<file path="config.mk">
export PLATFORM = sky130hd
export DESIGN_NAME = transform_scheduler
export DESIGN_NICKNAME = d
export VERILOG_FILES = /design/src/rtl/transform_scheduler.sv
export SDC_FILE = /design/constraint.sdc
export NUM_CORES = 1
export LEC_CHECK = 0
export CORE_MARGIN = 2
export CORE_UTILIZATION = 43
export CTS_CLUSTER_SIZE = 12
export DETAILED_ROUTE_END_ITERATION = 8
export GPL_TIMING_DRIVEN = 0
export HOLD_SLACK_MARGIN = 0.15
export PLACE_DENSITY_LB_ADDON = 0.05
export RECOVER_POWER = 50
export SLEW_MARGIN = 10
export SYNTH_ARGS = -nofsm -noshare
export SYNTH_HDL_FRONTEND = slang
export SYNTH_SLANG_ARGS = --single-unit
</file>
<file path="constraint.sdc">
create_clock -name clk -period 3.55 [get_ports clk]
set_clock_uncertainty 0.05 [all_clocks]
set_input_delay 0.8875 -clock clk [delete_from_list [all_inputs] [get_ports clk]]
set_output_delay 0.8875 -clock clk [all_outputs]
set_load 0.03 [all_outputs]
</file>
<file path="src/rtl/transform_scheduler.sv">
// transform_scheduler: sequences the 4x4 transform pipeline, splits QP per macroblock and tags output blocks
module transform_scheduler #(
  parameter int PIPE_LATENCY = 4,
  parameter int BLOCKS_PER_MB = 16
) (
  input  logic       clk,
  input  logic       reset,
  input  logic       in_valid,
  output logic       in_ready,
  input  logic       mb_start,
  input  logic [5:0] QP,
  output logic       pipe_enable,
  output logic [3:0] QP_BY_6,
  output logic [2:0] QP_MOD_6,
  output logic       out_valid,
  input  logic       out_ready,
  output logic [3:0] out_blk_idx,
  output logic       out_mb_last,
  output logic       busy,
  output logic       qp_err,
  output logic       mb_err
);
  localparam logic [1:0] IDLE = 2'd0, DRAIN = 2'd1, CALC = 2'd2, RUN = 2'd3;
  logic [1:0] state;
  logic [4:0] blk_cnt;
  logic [5:0] qp_rem, qp_clamp;
  logic [3:0] q;
  logic [PIPE_LATENCY-1:0] vld, last_sr;
  logic [4*PIPE_LATENCY-1:0] idx_sr;
  logic full, new_mb, take_qp, acc;
  assign full = blk_cnt == 5'(BLOCKS_PER_MB);
  assign new_mb = in_valid & mb_start;
  assign take_qp = new_mb & ((state == IDLE) | ((state == RUN) & full));
  assign qp_clamp = QP > 6'd51 ? 6'd51 : QP;
  assign out_valid = vld[PIPE_LATENCY-1];
  assign out_blk_idx = idx_sr[4*PIPE_LATENCY-1 -: 4];
  assign out_mb_last = last_sr[PIPE_LATENCY-1];
  assign pipe_enable = ~reset & ~(out_valid & ~out_ready);
  // the first block of a macroblock must carry mb_start, so a stray block cannot open one
  assign in_ready = (state == RUN) & pipe_enable & (blk_cnt < 5'(BLOCKS_PER_MB)) & ((blk_cnt != 5'd0) | mb_start);
  assign acc = in_valid & in_ready;
  assign busy = (state != IDLE) | (|vld);
  // in-flight valid/tag shadow of the datapath; bubbles carry zero tags so idle outputs read 0
  always_ff @(posedge clk) begin
    if (reset) begin
      vld <= '0;
      last_sr <= '0;
      idx_sr <= '0;
    end else if (pipe_enable) begin
      vld <= PIPE_LATENCY'({vld, acc});
      last_sr <= PIPE_LATENCY'({last_sr, acc & (blk_cnt == 5'(BLOCKS_PER_MB - 1))});
      idx_sr <= (4*PIPE_LATENCY)'({idx_sr, acc ? blk_cnt[3:0] : 4'd0});
    end
  end
  // control FSM: QP divides by repeated subtraction in CALC; QP outputs only move on CALC exit
  always_ff @(posedge clk) begin
    if (reset) begin
      state <= IDLE;
      blk_cnt <= '0;
      qp_rem <= '0;
      q <= '0;
      QP_BY_6 <= '0;
      QP_MOD_6 <= '0;
      qp_err <= 1'b0;
      mb_err <= 1'b0;
    end else begin
      qp_err <= take_qp & (QP > 6'd51);
      mb_err <= acc & mb_start & (blk_cnt != 5'd0);
      if (take_qp) begin
        qp_rem <= qp_clamp;
        q <= '0;
      end
      if (acc) blk_cnt <= blk_cnt + 5'd1;
      if ((state == IDLE) & new_mb) state <= CALC;
      else if ((state == RUN) & full) state <= new_mb ? DRAIN : (~|vld ? IDLE : RUN);
      else if ((state == DRAIN) & ~|vld) state <= CALC;
      else if (state == CALC) begin
        if (qp_rem >= 6'd6) begin
          qp_rem <= qp_rem - 6'd6;
          q <= q + 4'd1;
        end else begin
          QP_BY_6 <= q;
          QP_MOD_6 <= qp_rem[2:0];
          blk_cnt <= '0;
          state <= RUN;
        end
      end
    end
  end
endmodule
</file>
Word-level counts from Yosys, hierarchy flattened. Index checks and enable logic that the tools add are counted.

$add $sub $neg: 3. $mul: 0. Divide/modulo/power cells: 0. $lt $le $gt $ge: 3. Equal/unequal tests: 7. Shift-type cells: 0. Muxes and demuxes: 27. Bitwise gates (word level): 25. Reduce and logical (&&, ||, !) cells: 11.

Operators with widths (number): $mux 6 (7); $mux 5 (6); $mux 4 (7); $and 1x1->1 (15); $mux 2 (7); $not 1->1 (7); $ge 6x3->1 const B (1); $gt 6x6->1 const B (1); $sub 6x3->6 const B (1); $add 5x1->5 const B (1); $eq 5x4->1 const B (1); $eq 5x5->1 const B (1); $lt 5x5->1 const B (1); $reduce_and 5->1 (1); $reduce_bool 5->1 (1); $add 4x1->4 const B (1); $eq 2x2->1 const B (2); $ne 4x4->1 const B (1); $reduce_and 2->1 (2); $reduce_bool 4->1 (1); $reduce_or 4->1 (1); $ne 3x3->1 const B (1); $or 1x1->1 (3); $reduce_bool 3->1 (1); other kinds (5) (5).

Flip-flop bits (word level): 50. Bits in latches: 0. Bits in writable memories: 0. Memory bits (read-only): 0. Bits of input ports: 11. Logic and storage cells: 88. Memories kept: 0.

Longest topological paths before layout. Gate-level depths: netlist of run 1.

Depth after elaboration: 14. Depth in mapped cells: 8.

Worst setup path before layout of run 1. Ideal clock, no wire load.

Path kind: input -> output. Start: in reset. End: out pipe_enable. Data arrival time: 1877 ps. Setup slack: 735 ps. Stages: 4. Path buffers: 3. Cell sequence: buf_2 > buf_1 > buf_1 > nor2_1.

Word-level cells in the longest chain between the ends: 2.

RTL lines: start, declared (RTL line 7) `input logic reset,`; $not 1->1 (RTL line 38) `assign pipe_enable = ~reset & ~(out_valid & ~out_ready);`; $and 1x1->1 (RTL line 38); end, declared (RTL line 12) `output logic pipe_enable,`.

No other way between the ends.

Worst setup path after layout of run 1.
Start: in mb_start. End: out in_ready.

Word-level cells in the longest chain between the ends: 2.

RTL lines: start, declared (RTL line 10) `input logic mb_start,`; $or 1x1->1 (RTL line 40) `assign in_ready = (state == RUN) & pipe_enable & (blk_cnt < 5'(BLOCKS_PER_MB)) & ((blk_cnt != 5'd0) | mb_start ...`; $and 1x1->1 (RTL line 40); end, declared (RTL line 9) `output logic in_ready,`.

No other way between the ends.

==> qor.csv, run 1 <==
metric,value,unit
cp-endpoint,in_ready,
cpMaxStageDelayCell,or4b_4,
p_per_area,430,nW/um^2
antennaDiodeCount,0,
avgRoutedWirePerCell,13.2,um
worst_path_largest_cell_delay,0.61,ns
final_nets,303,
stdcell_area,2650,um^2
r2r_slack,1.00,ns
slew_viol_final,0,
ios,29,
power_switching,0.292,mW
hold_viol,0,
p_total,1.14,mW
intPower,0.844,mW
track_usage,0.175,
required,2.61,ns
path_delay_family,buffers and inverters,
place_hpwl,3.40,mm
syn_area,2230,um^2
synth_ff_type,dfxtp_1,
maxCapViolCount,0,
ys_top_cells_by_area,"dfxtp_1 45%, nand2_1 9.9%, a21oi_1 7.0%",
crit_type,in2out,
post-route-min-period,3.45,ns
r2r_cells,7,
clock_latency,0.30,ns
ys_seq_elements,50,
post-route-period-util,0.973,
path_buf_inv,2,
multi_input_area,1070,um^2
register_area,1000,um^2
synth.distinct_cells,53,
final_core_util,0.525,
synth_top_area_frac,0.449,
layout-drive-gt1-share,0.0801,
drc,0,
dieArea,5770,um^2
layout_commonest_cell,nand2_1,
rsz0062_at_grt,no,
fill_cells,516,
hold_class,reg2reg,
pwr-share-comb,0.130,
timing.rr.end,blk_cnt[0],
ys_seq_area_frac,0.449,
share_seq_of_total_power,0.520,
finalSetupViolCount,0,
grt_max_degree,19,
first_pass_iters,4,
synth_edf_count,0,
async_flop_share,0,
gr-total-overflow,0,
cts-hold-fix-buffers,0,
path_max_fanout,5,
worst_pin_slew,1.15,ns
detail_route.vias_per_cell,5.21,
cts.clk_slew.worst_paths,0.08,ns
die_w,76.0,um
drt-total-wl,4.70,mm
synth_cells,254,
synth_warnings,0,
power.leakage,1.01,nW
start_kind,input port,
vias,1861,
num_rows,26,
start_util,0.442,
drt-initial-drc-count,56,
layout_common_cells,"59 x nand2_1, 50 x dfxtp_1, 31 x a21oi_1",
p_clk_frac,0.350,
netSwitchingFraction,0.257,
crit_path_start,mb_start,
die_y,76.0,um
synth_nets,271,
cts_tree,done,
max_freq,290,MHz
grt_pass1_vias,1824,
worst_r2r_startpoint,vld[3],
cts_made_buffers,5,
cp.depth,4,
cts_buffer_depth,2,
vdd_drop_max,0.229,mV
status,"finished, final reports clean",
cp-end-kind,output pin,
cp_data_arrival_time,2.52,ns
placed_area,2580,um^2
grt_pass1_wl,8.43,mm
relSlewSlack,0.225,
antenna_found_initial,0,
drt.antenna.violating_nets,0,
io_buffers,27,
synth.largest_area_cell,dfxtp_1,
fin_hold_ws,0.404,ns
gp_congestion,0.804,
synth_area_per_cell,8.77,um^2
path_cells,clkdlybuf4s50_1 -> or4b_4 -> and2_1 -> dlygate4sd2_1,
htree_levels,2,
synthToLayoutAreaGrowth,18.8,%
cts_sinks,50,
clockRootBuffer,clkbuf_8,
core,5040,um^2
-- area by class of cell --
| type | count | area share |
|---|---|---|
| timing repair buffer | 27 | 0.102 |
| tap | 70 | 0.0331 |
| inverter | 7 | 0.00993 |
| multi-input combinational | 180 | 0.404 |
| clock buffer | 6 | 0.0274 |
| sequential | 50 | 0.378 |
| buffer | 15 | 0.0307 |
| clock inverter | 2 | 0.0142 |
-- flip-flops by register name, summed over array words and instances (netlist names) --
signal and count:
idx_sr 16, qp_rem 6, blk_cnt 5, QP_BY_6 4, last_sr 4, q 4, vld 4, QP_MOD_6 3
state 2, mb_err 1, qp_err 1
-- worst register-to-register path, cell delays in order (launching register included) --
cell,delay (ns)
dfxtp_1,0.34
nor2b_1,0.13
buf_2,0.22
nor4b_1,1.00
nand2_2,0.19
inv_2,0.15
ha_1,0.23
and3_1,0.15
-- per-layer routing --
| metal | routed length, um | up-vias | track usage |
|---|---|---|---|
| met4 | 33 | 0 | 0.0400 |
| met5 | 0 | - | 0 |
| met2 | 2220 | 20 | 0.302 |
| met1 | 2340 | 880 | 0.227 |
| li1 | - | 957 | - |
| met3 | 103 | 4 | 0.0333 |
-- through the flow --
stage	TNS, ns	cells	setup slack, ns
2_1_floorplan	0	254	0.735
3_3_place_gp	-0.202	351	-0.116
3_5_place_dp	-0.210	351	-0.121
4_1_cts	0	357	0.119
5_1_grt	0	357	0.0625
6_report	0	357	0.0959
-- what timing repair did --
| item | CTS | global route |
|---|---|---|
| endpoints found under the setup margin | 2 | 0 |
| setup buffers | 0 | 0 |
| gates resized for setup | 1 | 0 |
-- worst min-delay path by stage --
stage | start | to | slack (ns) | cells past startpoint
2_1_floorplan | idx_sr[10] | idx_sr[10] | 0.38 | 2
3_3_place_gp | idx_sr[12] | idx_sr[12] | 0.39 | 2
3_5_place_dp | last_sr[2] | last_sr[2] | 0.39 | 2
4_1_cts | idx_sr[12] | idx_sr[12] | 0.41 | 2
5_1_grt | last_sr[3] | last_sr[3] | 0.43 | 2
6_report | idx_sr[12] | idx_sr[12] | 0.40 | 2
-- cells by family (layout without fill, tap and decap cells) --
group | after synthesis | in the layout | synth area share
buf+inv | 24 | 57 | 0.0550
fa+ha+maj | 6 | 6 | 0.0337
simple gates | 108 | 108 | 0.251
compound gates | 59 | 59 | 0.181
mux | 3 | 3 | 0.0135
flops | 50 | 50 | 0.449
xor+xnor | 4 | 4 | 0.0157
-- synthesized netlist by cell type (all sizes together), types with 2 or more instances --
master  count
a211oi      3
nand2b      5
nor4b       3
nor2       10
nand2      60
o211ai      2
o21ai       5
and3        4
clkbuf      4
nor2b       2
xnor2       2
and2        2
a32o        5
nand4       2
mux2i       3
xor2        2
dfxtp      50
nand3       5
a21oi      31
buf        13
ha          6
inv         6
a211o       2
nor3        8
-- power by group through the flow --
| stage | Clock, mW | Combinational [mW] | Sequential [mW] |
|---|---|---|---|
| 6_report | 0.398 | 0.148 | 0.591 |
| 4_1_cts | 0.408 | 0.157 | 0.595 |
| 5_1_grt | 0.435 | 0.166 | 0.594 |
| 3_5_place_dp | 0 | 0.156 | 0.608 |
| 2_1_floorplan | 0 | 0.108 | 0.607 |
| 3_3_place_gp | 0 | 0.156 | 0.608 |
Power figures use the tool's default switching activity.
==> inputs of run 2 (changes only) <==
--- a/config.mk
+++ b/config.mk
@@ -5,10 +5,12 @@
 export SDC_FILE = /design/constraint.sdc
 export NUM_CORES = 1
 export LEC_CHECK = 0
+export ABC_CLOCK_PERIOD_IN_PS = 3550
 export CORE_MARGIN = 2
 export CORE_UTILIZATION = 43
 export CTS_CLUSTER_SIZE = 12
 export DETAILED_ROUTE_END_ITERATION = 8
+export GPL_ROUTABILITY_DRIVEN = 0
 export GPL_TIMING_DRIVEN = 0
 export HOLD_SLACK_MARGIN = 0.15
 export PLACE_DENSITY_LB_ADDON = 0.05
==> results of run 2 <==
The final DEF is identical to that of run 1; final timing and power are the same.
==> inputs of run 3 (changes only) <==
--- a/config.mk
+++ b/config.mk
@@ -12,9 +12,9 @@
 export DETAILED_ROUTE_END_ITERATION = 8
 export GPL_ROUTABILITY_DRIVEN = 0
 export GPL_TIMING_DRIVEN = 0
-export HOLD_SLACK_MARGIN = 0.15
+export HOLD_SLACK_MARGIN = 0.12
 export PLACE_DENSITY_LB_ADDON = 0.05
-export RECOVER_POWER = 50
+export RECOVER_POWER = 25
 export SLEW_MARGIN = 10
 export SYNTH_ARGS = -nofsm -noshare
 export SYNTH_HDL_FRONTEND = slang
==> run 3 against run 2 <==
Fmax barely moved. Core utilization stayed put. Power barely moved. Final area unchanged. Sequential power about the same. Final cell count unchanged. Routed wire length decreased by 0.32%. Clock power about the same. Die area did not move. Clock-buffer cell count unchanged. Critical path type unchanged. Largest power group unchanged.
==> qor.csv, run 3 (synthesis gave the netlist of run 1 again) <==
metric,value,unit
post-route-min-period,3.45,ns
largest_reg_flops,16,
grt_pass1_wl,8.43,mm
avgRoutedWirePerCell,13.1,um
antennaDiodeCount,0,
num_rows,26,
relSlewSlack,0.250,
post-cts-setup-buffers,0,
worstHoldPathCells,2,
r2r_slack,1.03,ns
cts_tree,done,
rsz0062_at_grt,no,
cts_made_buffers,5,
gr-total-overflow,0,
cp_data_arrival_time,2.52,ns
die_w,76.0,um
cts-hold-fix-buffers,0,
hold_class,reg2reg,
hold_viol,0,
clockRootBuffer,clkbuf_8,
timing.rr.end,blk_cnt[0],
drt-total-wl,4.69,mm
clock_latency,0.30,ns
slew_viol_final,0,
path_max_fanout,5,
drc,0,
holdCritStartpoint,idx_sr[12],
path_buf_inv,2,
cpMaxStageDelayCell,or4b_4,
grt_pass1_vias,1824,
status,"finished, final reports clean",
io_buffers,27,
pre_cts_ws,-0.121,ns
antenna_found_initial,0,
start_util,0.442,
hold_end,idx_sr[12],
detail_route.vias_per_cell,5.21,
cts_repair_resize_count,1,
grt_max_degree,19,
ios,29,
layout_commonest_cell,nand2_1,
fin_cells,357,
setup_slack,0.0951,ns
layout-drive-gt1-share,0.0801,
worst_r2r_startpoint,vld[3],
maxCapViolCount,0,
cts_buffer_depth,2,
r2r_cells,7,
first_pass_iters,4,
cts.clk_slew.worst_paths,0.08,ns
core,5040,um^2
power.leakage,0.975,nW
vias,1861,
track_usage,0.175,
vdd_drop_max,0.227,mV
worst_pin_slew,1.11,ns
max_freq,289,MHz
post-route-period-util,0.973,
cts_sinks,50,
htree_levels,2,
die_y,76.0,um
placed_cells,351,
cp-end-kind,output pin,
place_hpwl,3.40,mm
worst_path_largest_cell_delay,0.62,ns
finalSetupViolCount,0,
required,2.61,ns
drt.antenna.violating_nets,0,
dieArea,5770,um^2
path_cells,clkdlybuf4s50_1 -> or4b_4 -> and2_1 -> dlygate4sd2_1,
drt-initial-drc-count,63,
reg_top3,"idx_sr: 16 flops, qp_rem: 6 flops, blk_cnt: 5 flops",
layout_common_cells,"59 x nand2_1, 50 x dfxtp_1, 31 x a21oi_1",
p_per_area,429,nW/um^2
crit_type,in2out,
path_delay_family,buffers and inverters,
final_nets,303,
start_kind,input port,
synthToLayoutAreaGrowth,18.8,%
largest-register,idx_sr,
[run 3: cell types whose count changed in the layout (fill, tap and decap cells not counted)]
| cell | delta |
|---|---|
| buf_1 | +1 |
| clkbuf_1 | -1 |
| clkdlybuf4s50_1 | +9 |
| dlygate4sd3_1 | -9 |
[run 3: metrics by stage]
stage | power (mW) | TNS [ns] | area (um^2) | utilization | hold WS [ns]
global placement | 0.764 | -0.202 | 2580 | 0.513 | 0.389
finish | 1.14 | 0 | 2650 | 0.525 | 0.404
CTS | 1.16 | 0 | 2690 | 0.533 | 0.407
global route | 1.20 | 0 | 2650 | 0.525 | 0.431
floorplan | 0.715 | 0 | 2230 | - | 0.382
detailed placement | 0.764 | -0.210 | 2580 | 0.513 | 0.394
[run 3: per-layer routing]
layer  GRT usage  routed length, um
met5           0                  0
met4      0.0400                 33
met2       0.302               2220
met3      0.0333                124
met1       0.227               2310
[run 3: worst max-delay path by stage]
stage	cells past startpoint	startpoint	end
global route	4	mb_start	in_ready
CTS	4	mb_start	in_ready
finish	4	mb_start	in_ready
detailed placement	4	mb_start	in_ready
floorplan	4	reset	pipe_enable
global placement	4	mb_start	in_ready
[run 3: worst register-to-register path: stages, from the launching register on]
cell and delay (ns):
dfxtp_1 0.34, nor2b_1 0.13, buf_2 0.22, nor4b_1 0.97
nand2_2 0.19, inv_2 0.15, ha_1 0.23, and3_1 0.15
[run 3: final cells by class]
class	instances	area, um^2
fillers	516	2400
multi-input cells	180	1070
flip-flops and latches	50	1000
repair buffers	27	269
well taps	70	87.6
plain buffers	15	81.3
clock buffers	6	72.6
clock inverters	2	37.5
inverters	7	26.3
[run 3: power breakdown]
| group | internal, mW | total (mW) | switching, mW |
|---|---|---|---|
| registers | 0.575 | 0.591 | 0.0163 |
| clock network | 0.210 | 0.397 | 0.186 |
| logic | 0.0593 | 0.148 | 0.0886 |
| total | 0.844 | 1.14 | 0.291 |
==> variant 1 (config.mk and constraints of run 2) <==
`PIPE_LATENCY`: 4 -> 3.
--- a/src/rtl/transform_scheduler.sv
+++ b/src/rtl/transform_scheduler.sv
@@ -1,6 +1,6 @@
 // transform_scheduler: sequences the 4x4 transform pipeline, splits QP per macroblock and tags output blocks
 module transform_scheduler #(
-  parameter int PIPE_LATENCY = 4,
+  parameter int PIPE_LATENCY = 3,
   parameter int BLOCKS_PER_MB = 16
 ) (
   input  logic       clk,
Formal check against the unedited RTL: not equivalent (a bounded check fails within 10 cycles, from zero or initial values and one cycle with reset high).
==> variant 1 against run 2 <==
Wire length decreased by 3.0%. Final area down 6.8%. Global-route usage grew 1.8 points. Critical path depth is the same. Via count shrank 6.6%. Sequential cell count fell by 6. Largest power group unchanged. Worst setup slack worse by 0.042 ns. Non-clock buffer count increased by 4. Cell count fell by 10%. Total power down 7.2%. Synthesized area is 11% lower. Sequential power fell by 12%. Critical path type unchanged. Core utilization increased by 3.4 points. First-iteration DRC count increased by 43%.
==> variant 1: results <==
set metrics [dict create \
    syn_nets 247 \
    worstHoldStart "qp_rem[0]" \
    grt_usage_pct 19.2 \
    drtPass1Iterations 5 \
    power.internal_uw 785 \
    post_cts_resized 2 \
    buffer_area_share_pct 15.5 \
    r2r_setup_slack_ns 1.30 \
    r2r_cells 9 \
    p_per_area_nw_per_um2 428 \
    vdd_drop_max_v 0.000180 \
    critical_path_arrival_ns 2.56 \
    inverters 4 \
    signal_buffers 46 \
    wl_per_cell_microns 14.3 \
    yosys-top-cells-count "nand2_1 (47), dfxtp_1 (44), a21oi_1 (29), nor2_1 (17), ha_1 (6)" \
    seq_area_sq_um 881 \
    reg_top3 "idx_sr x12, qp_rem x6, blk_cnt x5" \
    vias_per_cell 5.43 \
    layout-drive-gt1-share_pct 11.9 \
    ys_seq_area_share_pct 44.3 \
    multi_input_area_share_pct 40.6 \
    area_share_clock_buf_inv_pct 4.92 \
    comb_power_uw 122 \
    grt_max_degree 20 \
    rr_endpoint "blk_cnt[0]" \
    outcome "finished, final reports clean" \
    worst_hold_slack_ns 0.405 \
    fillerInstances 419 \
    first_iter_violations 80 \
    cp_max_fo 6 \
    seq_share_pct 35.7 \
    multi_input_gates 166 \
    cpPeakStageDelay_ns 0.67 \
    p_leak_uw 0.000889 \
    dp_cells 309 \
    grt_pass1_wl_microns 7820 \
    synth_area_sq_um 1990 \
    avgSynthCellArea_sq_um 8.64 \
    finalWorstSetupSlack_ns 0.0542 \
    crit_slowest_cell "dlygate4sd3_1" \
    min_to "QP_MOD_6[0]" \
    pg_seq_uw 521 \
    dp_slack_ns -0.340 \
    vias 1739 \
    netlist_top_cells_area "dfxtp_1 (44%), nand2_1 (8.9%), a21oi_1 (7.3%)" \
    ys_types 45 \
    worstReg2RegStart "blk_cnt[1]" \
    synth-edff-count 0 \
    relSlewSlack_pct 64.8 \
    hpwl_microns 3300 \
    clk_pin_slew_ns 0.08 \
    placed_area_sq_um 2320 \
    clkSinkCount 44 \
]
==> variant 1: per-layer routing <==
metal	global-route usage, %	share of wire [%]	wire length, microns
met1	24.1	47	2160
met2	32.6	48	2200
met3	4.31	3.6	163
met4	6.71	0.88	40
met5	0	0	0
==> variant 1: worst reg2reg max path, cell delays in order (launching register included) <==
cell	delay, ns
dfxtp_1	0.39
inv_1	0.08
ha_1	0.21
nor4b_2	0.18
nor4_4	0.45
buf_4	0.19
nand2_2	0.08
inv_1	0.12
ha_1	0.23
nor3b_1	0.13
==> variant 1: logic make-up (layout without fill, tap and decap cells) <==
logic type               after synthesis  in the layout  share of synthesized area, %
adder cells (fa/ha/maj)                6              6                          3.78
AO/OA/AOI/OAI                         54             54                          17.7
XOR/XNOR                               3              3                          1.32
buffers and inverters                 20             58                          5.47
multiplexers                           2              2                          1.26
AND/OR/NAND/NOR                      101            101                          26.1
flip-flops                            44             44                          44.3
==> variant 2 (flow settings as in run 2) <==
Without the edit above. Make the reset (`reset`) asynchronous in 2 clocked blocks.
--- a/src/rtl/transform_scheduler.sv
+++ b/src/rtl/transform_scheduler.sv
@@ -41,7 +41,7 @@
   assign acc = in_valid & in_ready;
   assign busy = (state != IDLE) | (|vld);
   // in-flight valid/tag shadow of the datapath; bubbles carry zero tags so idle outputs read 0
-  always_ff @(posedge clk) begin
+  always_ff @(posedge clk or posedge reset) begin
     if (reset) begin
       vld <= '0;
       last_sr <= '0;
@@ -53,7 +53,7 @@
     end
   end
   // control FSM: QP divides by repeated subtraction in CALC; QP outputs only move on CALC exit
-  always_ff @(posedge clk) begin
+  always_ff @(posedge clk or posedge reset) begin
     if (reset) begin
       state <= IDLE;
       blk_cnt <= '0;
Check against the original RTL: differs if reset is asserted again (counterexample within 4 cycles, from zero or initial values and one cycle with reset high); with reset held inactive, the same outputs for 10 cycles.
==> variant 2 against run 2 <==
Wire length shrank 3.7%. Sequential share of layout area grew 6.5 points. Worst setup slack gained 0.032 ns. Final area grew 6.8%. Synthesized area grew 4.1%. Highest routed layer unchanged. Sequential cell count is the same. Critical endpoint unchanged. First-iteration DRC count grew 3.6%.
Power is not compared: it rests on default switching activity, and its combinational part moved more than twofold at a synthesized area within 25%.
==> variant 2: results <==
set metrics [dict create \
    min_to "idx_sr[10]" \
    relSlewSlack_pct 34.6 \
    drt-total-wl_microns 4530 \
    ys_seq_area_share_pct 54.0 \
    critical_path_arrival_ns 2.48 \
    netlist_top_cells_area "dfrtp_1 (54%), nand2_1 (14%), ha_1 (3.2%)" \
    nets 297 \
    layout-drive-gt1-share_pct 8.54 \
    port_buffers 28 \
    dp_cells 345 \
    syn_nets 263 \
    worstReg2RegStart "blk_cnt[0]" \
    synth_warnings 0 \
    grt_max_degree 36 \
    yosys-top-cells-count "nand2_1 (88), dfrtp_1 (50), nor2_1 (13), inv_1 (8), nand3_1 (7)" \
    first_global_vias 1668 \
    r2r_setup_slack_ns 1.41 \
    crit_slowest_cell "or4_4" \
    synthArstFlopShare_pct 100 \
    avgSynthCellArea_sq_um 9.42 \
    grt_usage_pct 17.1 \
    dp_slack_ns -0.486 \
    outcome "finished, final reports clean" \
    cp_max_fo 4 \
    vias 1740 \
    grt_pass1_wl_microns 8050 \
    cpPeakStageDelay_ns 0.54 \
    hpwl_microns 3270 \
    worstHoldStart "idx_sr[6]" \
    rr_endpoint "blk_cnt[0]" \
    ys_types 40 \
    worst_hold_slack_ns 0.422 \
    placed_area_sq_um 2710 \
    stdcell_count 351 \
]
## variant 2: worst max path at each step
stage | cells after the start | slack (ns) | to | start
detailed placement | 6 | -0.49 | pipe_enable | reset
global route | 5 | 0.06 | in_ready | out_ready
global placement | 7 | -0.48 | pipe_enable | out_ready
finish | 5 | 0.13 | in_ready | out_ready
CTS | 6 | 0.06 | pipe_enable | out_ready
floorplan | 5 | 0.72 | pipe_enable | out_ready
## variant 2: what timing repair did
| action | 4_1_cts | 5_1_grt |
|---|---|---|
| endpoints found under the setup margin | 2 | 1 |
| gates resized for setup | 3 | 0 |
| hold buffers | 0 | 0 |
| buffers inserted | 0 | 0 |
## variant 2: layout make-up
type / instances / area (sq um)
well taps: 70 / 87.6
multi-input cells: 175 / 963
repair buffers: 29 / 283
clock inverters: 2 / 60.1
fillers: 523 / 2320
clock buffers: 6 / 82.6
inverters: 8 / 30.0
flip-flops and latches: 50 / 1250
plain buffers: 11 / 66.3
## variant 2: where the power goes
group          switching, uW  total (uW)  internal, uW  leakage, uW
sequential               133         843           710     0.000657
clock                    185         485           300    0.0000714
combinational            401         707           306     0.000665
total                    718        2040          1320      0.00139
## variant 2: cells by family (layout without fill, tap and decap cells)
| family | count (synthesis) | in the layout | share of synthesized area (%) |
|---|---|---|---|
| simple gates | 135 | 135 | 26.1 |
| flops | 50 | 50 | 54.0 |
| compound gates | 25 | 25 | 8.58 |
| buf+inv | 21 | 56 | 4.48 |
| fa+ha+maj | 6 | 6 | 3.24 |
| xor+xnor | 5 | 5 | 1.89 |
| mux | 4 | 4 | 1.73 |
## variant 2: per-layer routing
metal / routed length [microns] / global-route usage [%]
met5: 0 / 0
met4: 67 / 5.89
met3: 153 / 3.84
met2: 2240 / 29.7
met1: 2060 / 21.1
